## src/rtl/pipe_ctrl.sv

```systemverilog
// Pipeline hazard controller: memory-wait freeze, branch flush, load-use bubble,
// halt/timeout handling and saturating stall/flush performance counters.
module pipe_ctrl #(
  parameter int TIMEOUT = 255,
  parameter int CNT_W   = 16
) (
  input  logic             CLK,
  input  logic             RST,
  input  logic [4:0]       D_ADDR1,
  input  logic [4:0]       D_ADDR2,
  input  logic             D_USES1,
  input  logic             D_USES2,
  input  logic [4:0]       E_WADDR,
  input  logic             E_MEM_READ,
  input  logic             E_REG_WRITE,
  input  logic             BR_TAKEN,
  input  logic             M_MEM_REQ,
  input  logic             M_MEM_ACK,
  input  logic             W_HALT,
  output logic             PC_EN,
  output logic             FD_EN,
  output logic             DE_EN,
  output logic             EM_EN,
  output logic             FD_FLUSH,
  output logic             DE_FLUSH,
  output logic             MW_FLUSH,
  output logic             HALTED,
  output logic             BUS_ERR,
  output logic [CNT_W-1:0] STALL_CNT,
  output logic [CNT_W-1:0] FLUSH_CNT
);

  typedef enum logic [1:0] {RUN, MEM_WAIT, HALT} state_t;

  localparam logic [9:0] TIMEOUT_V = 10'(TIMEOUT);

  state_t           state, state_next;
  logic [9:0]       wait_cnt, wait_cnt_next;
  logic             bus_err, bus_err_next;
  logic [CNT_W-1:0] stall_cnt, flush_cnt;
  logic             mem_stall, load_use, br_apply, stall_inc;

  assign mem_stall = M_MEM_REQ & ~M_MEM_ACK;
  assign load_use  = E_MEM_READ & E_REG_WRITE & (E_WADDR != 5'd0) &
                     ((D_USES1 & (D_ADDR1 == E_WADDR)) |
                      (D_USES2 & (D_ADDR2 == E_WADDR)));

  // A branch seen under a memory freeze is re-presented later, so it is not counted here.
  assign br_apply  = (state != HALT) & ~mem_stall & BR_TAKEN;
  assign stall_inc = (state != HALT) & ~PC_EN;

  always_comb begin
    PC_EN    = 1'b1;
    FD_EN    = 1'b1;
    DE_EN    = 1'b1;
    EM_EN    = 1'b1;
    FD_FLUSH = 1'b0;
    DE_FLUSH = 1'b0;
    MW_FLUSH = 1'b0;
    HALTED   = 1'b0;
    if (RST) begin
      {PC_EN, FD_EN, DE_EN, EM_EN} = 4'b0000;
      {FD_FLUSH, DE_FLUSH, MW_FLUSH} = 3'b111;
    end else if (state == HALT) begin
      {PC_EN, FD_EN, DE_EN, EM_EN} = 4'b0000;
      HALTED = 1'b1;
    end else if (mem_stall) begin
      {PC_EN, FD_EN, DE_EN, EM_EN} = 4'b0000;
      MW_FLUSH = 1'b1;
    end else if (BR_TAKEN) begin
      FD_FLUSH = 1'b1;
      DE_FLUSH = 1'b1;
    end else if (load_use) begin
      PC_EN    = 1'b0;
      FD_EN    = 1'b0;
      DE_FLUSH = 1'b1;
    end
  end

  always_comb begin
    state_next    = state;
    wait_cnt_next = wait_cnt;
    bus_err_next  = bus_err;
    case (state)
      RUN: begin
        if (W_HALT) begin
          state_next = HALT;
        end else if (mem_stall) begin
          state_next    = MEM_WAIT;
          wait_cnt_next = 10'd1;
        end
      end
      MEM_WAIT: begin
        if (W_HALT) begin
          state_next = HALT;
        end else if (mem_stall) begin
          if (wait_cnt == TIMEOUT_V) begin
            state_next   = HALT;
            bus_err_next = 1'b1;
          end else begin
            wait_cnt_next = wait_cnt + 10'd1;
          end
        end else begin
          state_next    = RUN;
          wait_cnt_next = 10'd0;
        end
      end
      HALT: begin
        state_next = HALT;
      end
      default: begin
        state_next    = RUN;
        wait_cnt_next = 10'd0;
      end
    endcase
  end

  always_ff @(posedge CLK) begin
    if (RST) begin
      state     <= RUN;
      wait_cnt  <= 10'd0;
      bus_err   <= 1'b0;
      stall_cnt <= '0;
      flush_cnt <= '0;
    end else begin
      state    <= state_next;
      wait_cnt <= wait_cnt_next;
      bus_err  <= bus_err_next;
      if (stall_inc && (stall_cnt != '1))
        stall_cnt <= stall_cnt + 1'b1;
      if (br_apply && (flush_cnt != '1))
        flush_cnt <= flush_cnt + 1'b1;
    end
  end

  assign BUS_ERR   = bus_err;
  assign STALL_CNT = stall_cnt;
  assign FLUSH_CNT = flush_cnt;

endmodule

```

## config.mk

```make
export PLATFORM = sky130hd
export DESIGN_NAME = pipe_ctrl
export DESIGN_NICKNAME = d
export VERILOG_FILES = /design/src/rtl/pipe_ctrl.sv
export SDC_FILE = /design/constraint.sdc
export NUM_CORES = 1
export LEC_CHECK = 0
export ABC_AREA = 1
export ABC_CLOCK_PERIOD_IN_PS = 5100
export CAP_MARGIN = 40
export CORE_MARGIN = 10
export CORE_UTILIZATION = 54
export CTS_CLUSTER_DIAMETER = 150
export DETAILED_ROUTE_END_ITERATION = 8
export PLACE_DENSITY_LB_ADDON = 0.25
export SKIP_CTS_REPAIR_TIMING = 1
export SLEW_MARGIN = 20
export SYNTH_ARGS = -nofsm -noshare
export SYNTH_HDL_FRONTEND = slang
export SYNTH_SLANG_ARGS = --single-unit
```

## constraint.sdc

```tcl
create_clock -name CLK -period 5.1 [get_ports CLK]
set_input_delay 0.765 -clock CLK [delete_from_list [all_inputs] [get_ports CLK]]
set_output_delay 0.765 -clock CLK [all_outputs]
set_load 0.01 [all_outputs]
```

# Yosys cells after proc, flatten, opt, wreduce, memory -nomap -nowiden
# Cells that the tools add are included.
# word_totals
register_bits,45
input_bits,25
output_inout_bits,41
word_cells,78
# classes
addsub,3
n_eq_ne,14
mux,34
bitwise_logic,15
reduce_logical,7
# op_table
op,count
$mux W10,5
$add A16 B1 Y16 const B,2
$ne A16 B16 Y1 const B,2
$pmux W10 S3,1
$mux W1,22
$add A10 B1 Y10 const B,1
$eq A10 B8 Y1 const B,1
$eq A5 B5 Y1,2
$mux W2,5
$and A1 B1 Y1,9
$ne A2 B2 Y1 const B,4
$ne A3 B3 Y1 const B,2
$pmux W2 S3,1
$not A1 Y1,5
$reduce_and A5 Y1,1
$reduce_bool A5 Y1,1
$ne A4 B4 Y1 const B,1
$reduce_and A4 Y1,1
$eq A2 B1 Y1 const B,1
$eq A2 B2 Y1 const B,1
$logic_and A1 B1 Y1,2
$logic_not A2 Y1,1
$reduce_and A2 Y1,1
$or A1 B1 Y1,1

# Depth between registers and ports, before layout
# Gate-level depths: netlist (run 1).
# depth
ltp_word,12
depth_mapped,12
depth_no_buf,12

# Worst setup path before layout (run 1)
# No wires, ideal clock.
# synth_path
path_type,input -> output
start,input port M_MEM_REQ
end,output port PC_EN
arrival_ns,1.872
t_required_ns,4.335
setup_slack_ns,2.463
stages,9
path_buffers,2
path_cell_list,inv_2 > nor2_1 > inv_2 > nand2_1 > nor2_1 > nand2_2 > buf_2 > inv_1 > buf_4
# synth_via
elab_chain_cells,4
# synth_rtl
element,line_no,rtl
start: declaration,17,"input logic M_MEM_REQ,"
$and A1 B1 Y1,43,assign mem_stall = M_MEM_REQ & ~M_MEM_ACK;
$mux W1 (3 in a row),n/a,
end: declaration,20,"output logic PC_EN,"
# Every way passes these cells.

# Worst setup path after layout (run 1)
# layout_path
start,input port RST
end,output port DE_FLUSH
# layout_via
elab_chain_cells,1
# layout_rtl
element,line_no,rtl
start: declaration,8,"input logic RST,"
$mux W1,61,if (RST) begin
end: declaration,25,"output logic DE_FLUSH,"
# Every way passes these cells.

==> results of run 1 <==
==> layer usage <==
metal  track usage (%)  part of all wire, %  up-vias
li1                  -                    -     1508
met4              4.83                  1.0        0
met3              5.43                  5.5        6
met2              31.0                   50       61
met1              19.5                   43     1313
met5                 0                    0        -
==> logic make-up after synthesis <==
logic type      share of synthesized area [%]
simple gates                             38.4
buf+inv                                  10.1
compound gates                           12.4
flops                                    32.9
xor+xnor                                 4.80
fa+ha+maj                                1.37
==> flip-flops by register name, indices dropped and copies added, names as in the netlist <==
| name | flops |
|---|---|
| STALL_CNT | 16 |
| state | 2 |
| BUS_ERR | 1 |
| FLUSH_CNT | 16 |
| wait_cnt | 10 |
==> per-stage QoR <==
stage / hold WS (ns) / utilization (%) / setup slack [ns]
floorplan: 0.428 / - / 2.46
CTS: 0.474 / 72.9 / 1.31
finish: 0.473 / 72.9 / 1.32
global placement: 0.438 / 70.8 / 1.35
detailed placement: 0.462 / 70.8 / 1.32
global route: 0.512 / 72.9 / 1.15
==> cells in the mapped netlist <==
cell type | number | share of area, %
o21ai_2 | 1 | 0.32
a31oi_1 | 2 | 0.46
dfxtp_1 | 45 | 33
nand3_1 | 24 | 4.4
nor2_1 | 53 | 7.3
o21bai_1 | 1 | 0.27
nor3b_1 | 1 | 0.27
o21ai_1 | 5 | 0.91
nor3_2 | 2 | 0.73
nand3b_1 | 2 | 0.55
xor2_1 | 11 | 3.5
o21a_1 | 2 | 0.55
xnor2_1 | 4 | 1.3
a21o_1 | 1 | 0.27
inv_1 | 42 | 5.8
ha_1 | 3 | 1.4
nand2_1 | 105 | 14
nand3_2 | 1 | 0.37
buf_6 | 1 | 0.41
clkbuf_1 | 6 | 0.82
buf_2 | 3 | 0.55
nor3_1 | 15 | 2.7
nand3b_4 | 1 | 0.73
o21ai_0 | 11 | 2.0
nor3_4 | 1 | 0.59
and2_1 | 1 | 0.23
nand2_2 | 2 | 0.46
a21oi_1 | 37 | 6.8
buf_4 | 3 | 0.82
nor2_2 | 1 | 0.23
inv_2 | 13 | 1.8
nand3_4 | 1 | 0.64
nand4_1 | 19 | 4.3
nor4_1 | 2 | 0.46
a211oi_1 | 2 | 0.55
a2bb2oi_1 | 1 | 0.32
==> final cells by class <==
| class | instances | area [sq um] | share of cell area (%) |
|---|---|---|---|
| multi-input cells | 312 | 1560 | 44.4 |
| flip-flops and latches | 45 | 901 | 25.6 |
| repair buffers | 66 | 658 | 18.7 |
| inverters | 55 | 206 | 5.88 |
| well taps | 67 | 83.8 | 2.39 |
| clock buffers | 5 | 68.8 | 1.96 |
| clock inverters | 2 | 35.0 | 0.997 |
==> how the worst max path moves through the flow <==
stage               end  cells past startpoint
2_1_floorplan     PC_EN                      9
3_3_place_gp   DE_FLUSH                      5
3_5_place_dp   DE_FLUSH                      5
4_1_cts        DE_FLUSH                      5
5_1_grt        DE_FLUSH                      5
6_report       DE_FLUSH                      5
==> power breakdown <==
group | leakage, nW | switching, mW | internal (mW)
Clock | 0.0540 | 0.119 | 0.142
Sequential | 0.364 | 0.00804 | 0.357
Combinational | 0.959 | 0.0614 | 0.0491
Total | 1.38 | 0.189 | 0.549
==> critical path: cells and delay by family <==
| kind | cells | cell delay (ns) |
|---|---|---|
| AO/OA/AOI/OAI | 2 | 0.38 |
| buffers and inverters | 3 | 1.87 |
==> results.yml, run 1 <==
floorplan:
  die_area_sq_mm: 0.00832
  io-pin-count: 66
  die_h_um: 91.2
  core-area_sq_mm: 0.00482
  die_w_um: 91.2
  start_util_pct: 56.9
  rows: 25
clock_network:
  cts-root-buf: "clkbuf_8"
  clk_latency_ns: 0.30
  tritoncts: "done"
  cts_buffers: 5
  htree_levels: 2
  cts.clk_slew.worst_paths_ns: 0.08
  cts_max_path_buffers: 2
  cts.sinks: 45
critical_path:
  crit_path_start: "RST"
  crit_chain: "clkdlybuf4s50_1, inv_1, o21ai_0, o21bai_1, clkdlybuf4s50_1"
  critPathKind: "input pin to primary output"
  cp.arrival_ns: 3.02
  crit_top_cell: "clkdlybuf4s50_1"
  cp.required_ns: 4.34
  critical_path.endpoint_type: "primary output"
  slowest_delay_ns: 0.92
  reg2reg_to: "FLUSH_CNT[7]"
  ff2ff_setup_slack_ns: 2.71
  cp_max_fo: 19
  crit_slowest_cell: "clkdlybuf4s50_1"
  crit-reg2reg-launch: "state[0]"
  worstRegToRegCells: 10
  startpoint_type: "input pin"
finish:
  area_delta_synth_final_pct: 28.3
  final_cell_mix: "nand2_1 (105), clkdlybuf4s50_1 (65), nor2_1 (53), dfxtp_1 (45), inv_1 (42)"
  fillers: 437
  mostFrequentLayoutCell: "nand2_1"
  instances_no_fill: 552
  layout.nets: 513
  layout-drive-gt1-share_pct: 6.39
  fin_area_sq_mm: 0.00351
  diodes: 0
sta:
  rsz0062_at_grt: "no"
  slew_headroom_pct: 52.0
  final-max-slew-violation-count: 0
  fin_skew_ns: 0.0110
  fin_crit_sh_pct: 74.2
  worstMarginPinSlew_ns: 0.719
  setup_viol: 0
  tns_ns: 0
  fin_crit_ns: 3.78
  clock.fmax_mhz: 264
  hold_viol_final: 0
yosys:
  synthDistinctLibCells: 36
  avgSynthCellArea_sq_um: 6.44
  synth_nets: 453
  synth_warnings: 0
  ys_seq_area_share_pct: 32.9
  synthCells: 425
  synth_seq_cells: 45
  syn-cell-area_sq_mm: 0.00274
worst_hold_path:
  hold_path_depth: 1
  hold_class: "flop to flop"
  worstHoldStart: "wait_cnt[6]"
  hold_path_end: "wait_cnt[6]"
drt:
  wl_per_cell_um: 13.1
  remaining_drc_errors: 0
  ant_nets: 0
  vias: 2888
  avgViaCountPerCell: 5.23
  drt_first_pass_iters: 4
  drtIter0Drc: 180
  drt_wl_total_um: 7220
pwr:
  vdd_drop_max_v: 0.000144
  p_leak_nw: 1.38
  power_mw: 0.737
  powerDensity_mw_per_mm2: 210
global_routing:
  antenna_found_initial: 0
  grt_usage_pct: 17.4
  grt_pass1_vias: 2803
  grt_overflow: 0
  grt_max_degree: 21
  grt_pass1_wl_um: 12400
status:
  status: "finished clean"
place:
  dp.cells: 545
  dpl-instance-area_sq_mm: 0.00341
  routabilityCongestion: 0.887
  dp_hpwl_um: 5590
  portBuffers: 65
job:
  maxCapViolations: 0
No activity file was read; power rests on OpenSTA's default activity.
==> run 2: changes to the inputs <==
- ABC_CLOCK_PERIOD_IN_PS: 5100 -> 3400
- CORE_UTILIZATION: 54 -> 45
- clock period: 5.1 -> 3.4 ns (I/O delays scaled with it)
==> results.yml, run 2 (same netlist as run 1, synthesis figures left out) <==
critical_path:
  startpoint_type: "input pin"
  cp.arrival_ns: 2.22
  critPathKind: "input pin to primary output"
  crit_slowest_cell: "clkdlybuf4s50_1"
  cp_max_fo: 4
  ff2ff_setup_slack_ns: 1.35
  slowest_delay_ns: 0.57
  crit_top_cell: "nand2_1"
  cp.required_ns: 2.89
  path_delay_family: "buffers and inverters"
  crit_chain: "clkdlybuf4s50_1, inv_1, nand2_1, nand2_1, nor2_1, nand3_1, nand2_1, nand2_1, o21bai_1, clkdlybuf4s50_1"
  critical_path.endpoint_type: "primary output"
  cp.buffers_inverters: 3
drt:
  avgViaCountPerCell: 5.14
  wl_per_cell_um: 12.7
  drtIter0Drc: 125
  ant_nets: 0
  vias: 2896
  drt_first_pass_iters: 4
  drt_wl_total_um: 7160
  remaining_drc_errors: 0
clock_network:
  cts_buffers: 5
  cts_max_path_buffers: 2
  clk_latency_ns: 0.30
  cts.sinks: 45
  tritoncts: "done"
  htree_levels: 2
  cts-root-buf: "clkbuf_8"
  cts.clk_slew.worst_paths_ns: 0.09
finish:
  layout-drive-gt1-share_pct: 6.76
  area_delta_synth_final_pct: 28.6
  fillers: 580
  diodes: 0
  layout.nets: 515
  fin_util_pct: 59.5
  mostFrequentLayoutCell: "nand2_1"
  final_cell_mix: "nand2_1 (105), clkdlybuf4s50_1 (65), nor2_1 (53), dfxtp_1 (45), inv_1 (42)"
job:
  maxCapViolations: 0
sta:
  slew_headroom_pct: 69.5
  hold_viol_final: 0
  worstMarginPinSlew_ns: 0.453
  clock.fmax_mhz: 366
  final-max-slew-violation-count: 0
  setup_viol: 0
  tns_ns: 0
  rsz0062_at_grt: "no"
  hold_ws_ns: 0.462
  worst_slack_ns: 0.668
  fin_crit_sh_pct: 80.3
  fin_crit_ns: 2.73
  fin_skew_ns: 0.00622
pwr:
  p_switching_mw: 0.294
  combPwrFrac_pct: 16.0
  p_int_mw: 0.757
  clkPwrFrac_pct: 31.9
  sw_frac_of_total_pct: 28.0
  power_mw: 1.05
  power_frac_seq_pct: 52.1
  powerDensity_mw_per_mm2: 298
  p_leak_nw: 1.37
  vdd_drop_max_v: 0.000237
floorplan:
  die_h_um: 98.0
  die_w_um: 98.0
  start_util_pct: 46.3
  io-pin-count: 66
  core-area_sq_mm: 0.00592
  die_area_sq_mm: 0.00961
  rows: 28
worst_hold_path:
  hold_class: "flop to flop"
global_routing:
  grt_max_degree: 30
  grt_usage_pct: 14.4
  grt_pass1_vias: 2710
  grt_overflow: 0
  antenna_found_initial: 0
  grt_pass1_wl_um: 12000
place:
  routabilityCongestion: 0.849
  dp_hpwl_um: 5500
  portBuffers: 65
  place_ws_ns: 0.652
status:
  status: "finished clean"
-- run 2: cell count changes in the layout (fill, tap and decap cells not counted) --
| cell | before | now |
|---|---|---|
| clkinv_2 | 1 | 0 |
| bufinv_16 | 1 | 0 |
| clkinvlp_4 | 0 | 2 |
| buf_4 | 1 | 3 |
| clkbuf_1 | 0 | 1 |
-- run 2: cell type report --
cell class,count,area [sq um],share of cell area (%)
clock inverters,2,15.0,0.426
repair buffers,68,673,19.1
well taps,75,93.8,2.66
flip-flops and latches,45,901,25.6
multi-input cells,312,1560,44.3
inverters,55,206,5.86
clock buffers,6,72.6,2.06
-- run 2: worst reg2reg max path: stages (launching register included) --
cell,delay (ns)
dfxtp_1,0.37
inv_2,0.07
nand2_1,0.05
buf_4,0.25
nand2_1,0.14
nor2_1,0.12
nand2_1,0.26
nor3_2,0.36
nand3_1,0.16
nand2_1,0.09
nand2_1,0.05
nor2_1,0.08
-- run 2: layer usage --
metal | GRT usage, % | wire (um)
met3 | 4.37 | 470
met1 | 15.8 | 3030
met2 | 25.7 | 3590
met5 | 0 | 0
met4 | 4.25 | 63
-- run 2: path summary, 6_finish.rpt --
path                     from       endpoint  depth (start not counted)
hold / removal    wait_cnt[6]    wait_cnt[6]                          1
hold reg to reg   wait_cnt[6]    wait_cnt[6]                          1
setup reg to reg     state[0]  FLUSH_CNT[12]                         11
setup / recovery   E_WADDR[0]       DE_FLUSH                         10
-- run 2: power by group through the flow --
stage / Sequential, mW / Combinational, mW / Clock (mW)
3_3_place_gp: 0.559 / 0.167 / 0
3_5_place_dp: 0.560 / 0.169 / 0
6_report: 0.547 / 0.169 / 0.335
5_1_grt: 0.549 / 0.188 / 0.364
4_1_cts: 0.547 / 0.170 / 0.347
2_1_floorplan: 0.560 / 0.0936 / 0
-- run 2: stage by stage --
step,cell area [sq um],instances
after floorplan,2740,425
after global placement,3430,555
after detailed placement,3430,555
after CTS,3520,563
after global routing,3520,563
final,3520,563
==> run 3: changes to the inputs <==
- ABC_CLOCK_PERIOD_IN_PS: 3400 -> 2200
- clock period: 3.4 -> 2.2 ns (I/O delays scaled with it)
==> results.yml, run 3 (same netlist as run 1, synthesis figures left out) <==
clock_network:
  cts_buffers: 5
  clk_latency_ns: 0.29
  cts_max_path_buffers: 2
  htree_levels: 2
  cts.clk_slew.worst_paths_ns: 0.08
  cts-root-buf: "clkbuf_8"
  cts.sinks: 45
  tritoncts: "done"
place:
  portBuffers: 65
  place_ws_ns: -0.168
  dp_hpwl_um: 5650
  routabilityCongestion: 0.867
worst_hold_path:
  hold_path_depth: 1
  hold_class: "flop to flop"
drt:
  avgViaCountPerCell: 5.03
  wl_per_cell_um: 12.6
  vias: 2895
  drtIter0Drc: 106
  remaining_drc_errors: 0
  drt_wl_total_um: 7260
  drt_first_pass_iters: 4
  ant_nets: 0
floorplan:
  die_area_sq_mm: 0.00961
  start_util_pct: 46.3
  die_h_um: 98.0
  io-pin-count: 66
  die_w_um: 98.0
  rows: 28
  core-area_sq_mm: 0.00592
critical_path:
  cp.arrival_ns: 1.76
  crit_slowest_cell: "clkdlybuf4s50_1"
  cp_max_fo: 4
  worstRegToRegCells: 8
  critical_path.endpoint_type: "primary output"
  cp.required_ns: 1.87
  slowest_delay_ns: 0.58
  crit_chain: "clkdlybuf4s50_1, nor2_2, inv_2, nand2_1, o21ai_1, clkdlybuf4s50_1"
  crit_top_cell: "clkdlybuf4s50_1"
  critPathKind: "input pin to primary output"
  startpoint_type: "input pin"
finish:
  multiInputGateArea_sq_mm: 0.00157
  mostFrequentLayoutCell: "nand2_1"
  layout-drive-gt1-share_pct: 9.78
  register_area_sq_um: 901
  area_delta_synth_final_pct: 34.0
  fin_util_pct: 62.0
  layout.nets: 528
  fillers: 540
  final_cell_mix: "nand2_1 (105), clkdlybuf4s50_1 (60), nor2_1 (51), dfxtp_1 (45), inv_1 (42)"
  diodes: 0
pwr:
  power_frac_seq_pct: 47.6
  powerDensity_mw_per_mm2: 484
  p_switching_mw: 0.445
  p_leak_nw: 1.51
  combPwrFrac_pct: 16.0
  clkPwrFrac_pct: 36.4
  p_int_mw: 1.33
  sw_frac_of_total_pct: 25.0
  vdd_drop_max_v: 0.000361
global_routing:
  grt_pass1_vias: 2723
  antenna_found_initial: 0
  grt_overflow: 0
  grt_usage_pct: 14.6
  grt_max_degree: 29
  grt_pass1_wl_um: 12200
status:
  status: "finished clean"
sta:
  fin_skew_ns: 0.00486
  hold_viol_final: 0
  fin_crit_ns: 2.09
  slew_headroom_pct: 65.0
  rsz0062_at_grt: "yes"
  final-max-slew-violation-count: 0
  fin_crit_sh_pct: 95.2
  clock.fmax_mhz: 478
  setup_viol: 0
  worstMarginPinSlew_ns: 0.520
  worst_slack_ns: 0.106
job:
  maxCapViolations: 0
## run 3: cell types whose count changed in the layout (fill, tap and decap cells not counted), sizes merged
cell,previous run,this run
buf,3,16
bufinv,0,1
clkbuf,6,7
clkdlybuf4s50,65,60
clkinvlp,2,0
dlymetal6s2s,0,5
## run 3: power groups by stage
stage          registers, mW  clock network [mW]  logic [mW]
6_report               0.845               0.647       0.284
3_3_place_gp           0.863                   0       0.280
5_1_grt                0.847               0.705       0.314
4_1_cts                0.845               0.669       0.286
2_1_floorplan          0.865                   0       0.145
3_5_place_dp           0.864                   0       0.285
## run 3: layout make-up
| cell class | instances | share of cell area (%) |
|---|---|---|
| flip-flops and latches | 45 | 24.5 |
| clock inverters | 1 | 0.818 |
| inverters | 55 | 5.63 |
| well taps | 75 | 2.56 |
| clock buffers | 7 | 2.35 |
| repair buffers | 81 | 21.3 |
| multi-input cells | 312 | 42.8 |
## run 3: path summary, 6_finish.rpt
kind / startpoint / end / slack, ns
setup / recovery: M_MEM_ACK / FD_FLUSH / 0.11
hold / removal: wait_cnt[6] / wait_cnt[6] / 0.46
setup reg to reg: STALL_CNT[1] / STALL_CNT[13] / 0.25
hold reg to reg: wait_cnt[6] / wait_cnt[6] / 0.46
## run 3: worst max-delay path: cells and delay by family
family | cells | cell delay, ns
buffers and inverters | 3 | 1.13
AOI/OAI and AO/OA | 1 | 0.16
and+or+nand+nor | 2 | 0.15
## run 3: per-stage QoR
stage,std cells,area [sq um],total power [mW],TNS [ns],hold slack (ns)
6_report,576,3670,1.78,0,0.456
5_1_grt,576,3670,1.87,-0.0128,0.495
4_1_cts,576,3650,1.80,-0.601,0.461
3_5_place_dp,568,3530,1.15,-1.22,0.449
3_3_place_gp,568,3530,1.14,-0.790,0.443
2_1_floorplan,425,2740,1.01,0,0.428
## run 3: metal layers
layer  up-vias  GRT usage [%]  part of all wire (%)
met5         -              0                     0
met4         0           4.14                  0.91
met3         6           4.09                   5.8
met2        56           26.9                    52
met1      1299           15.9                    42
li1       1534              -                     -
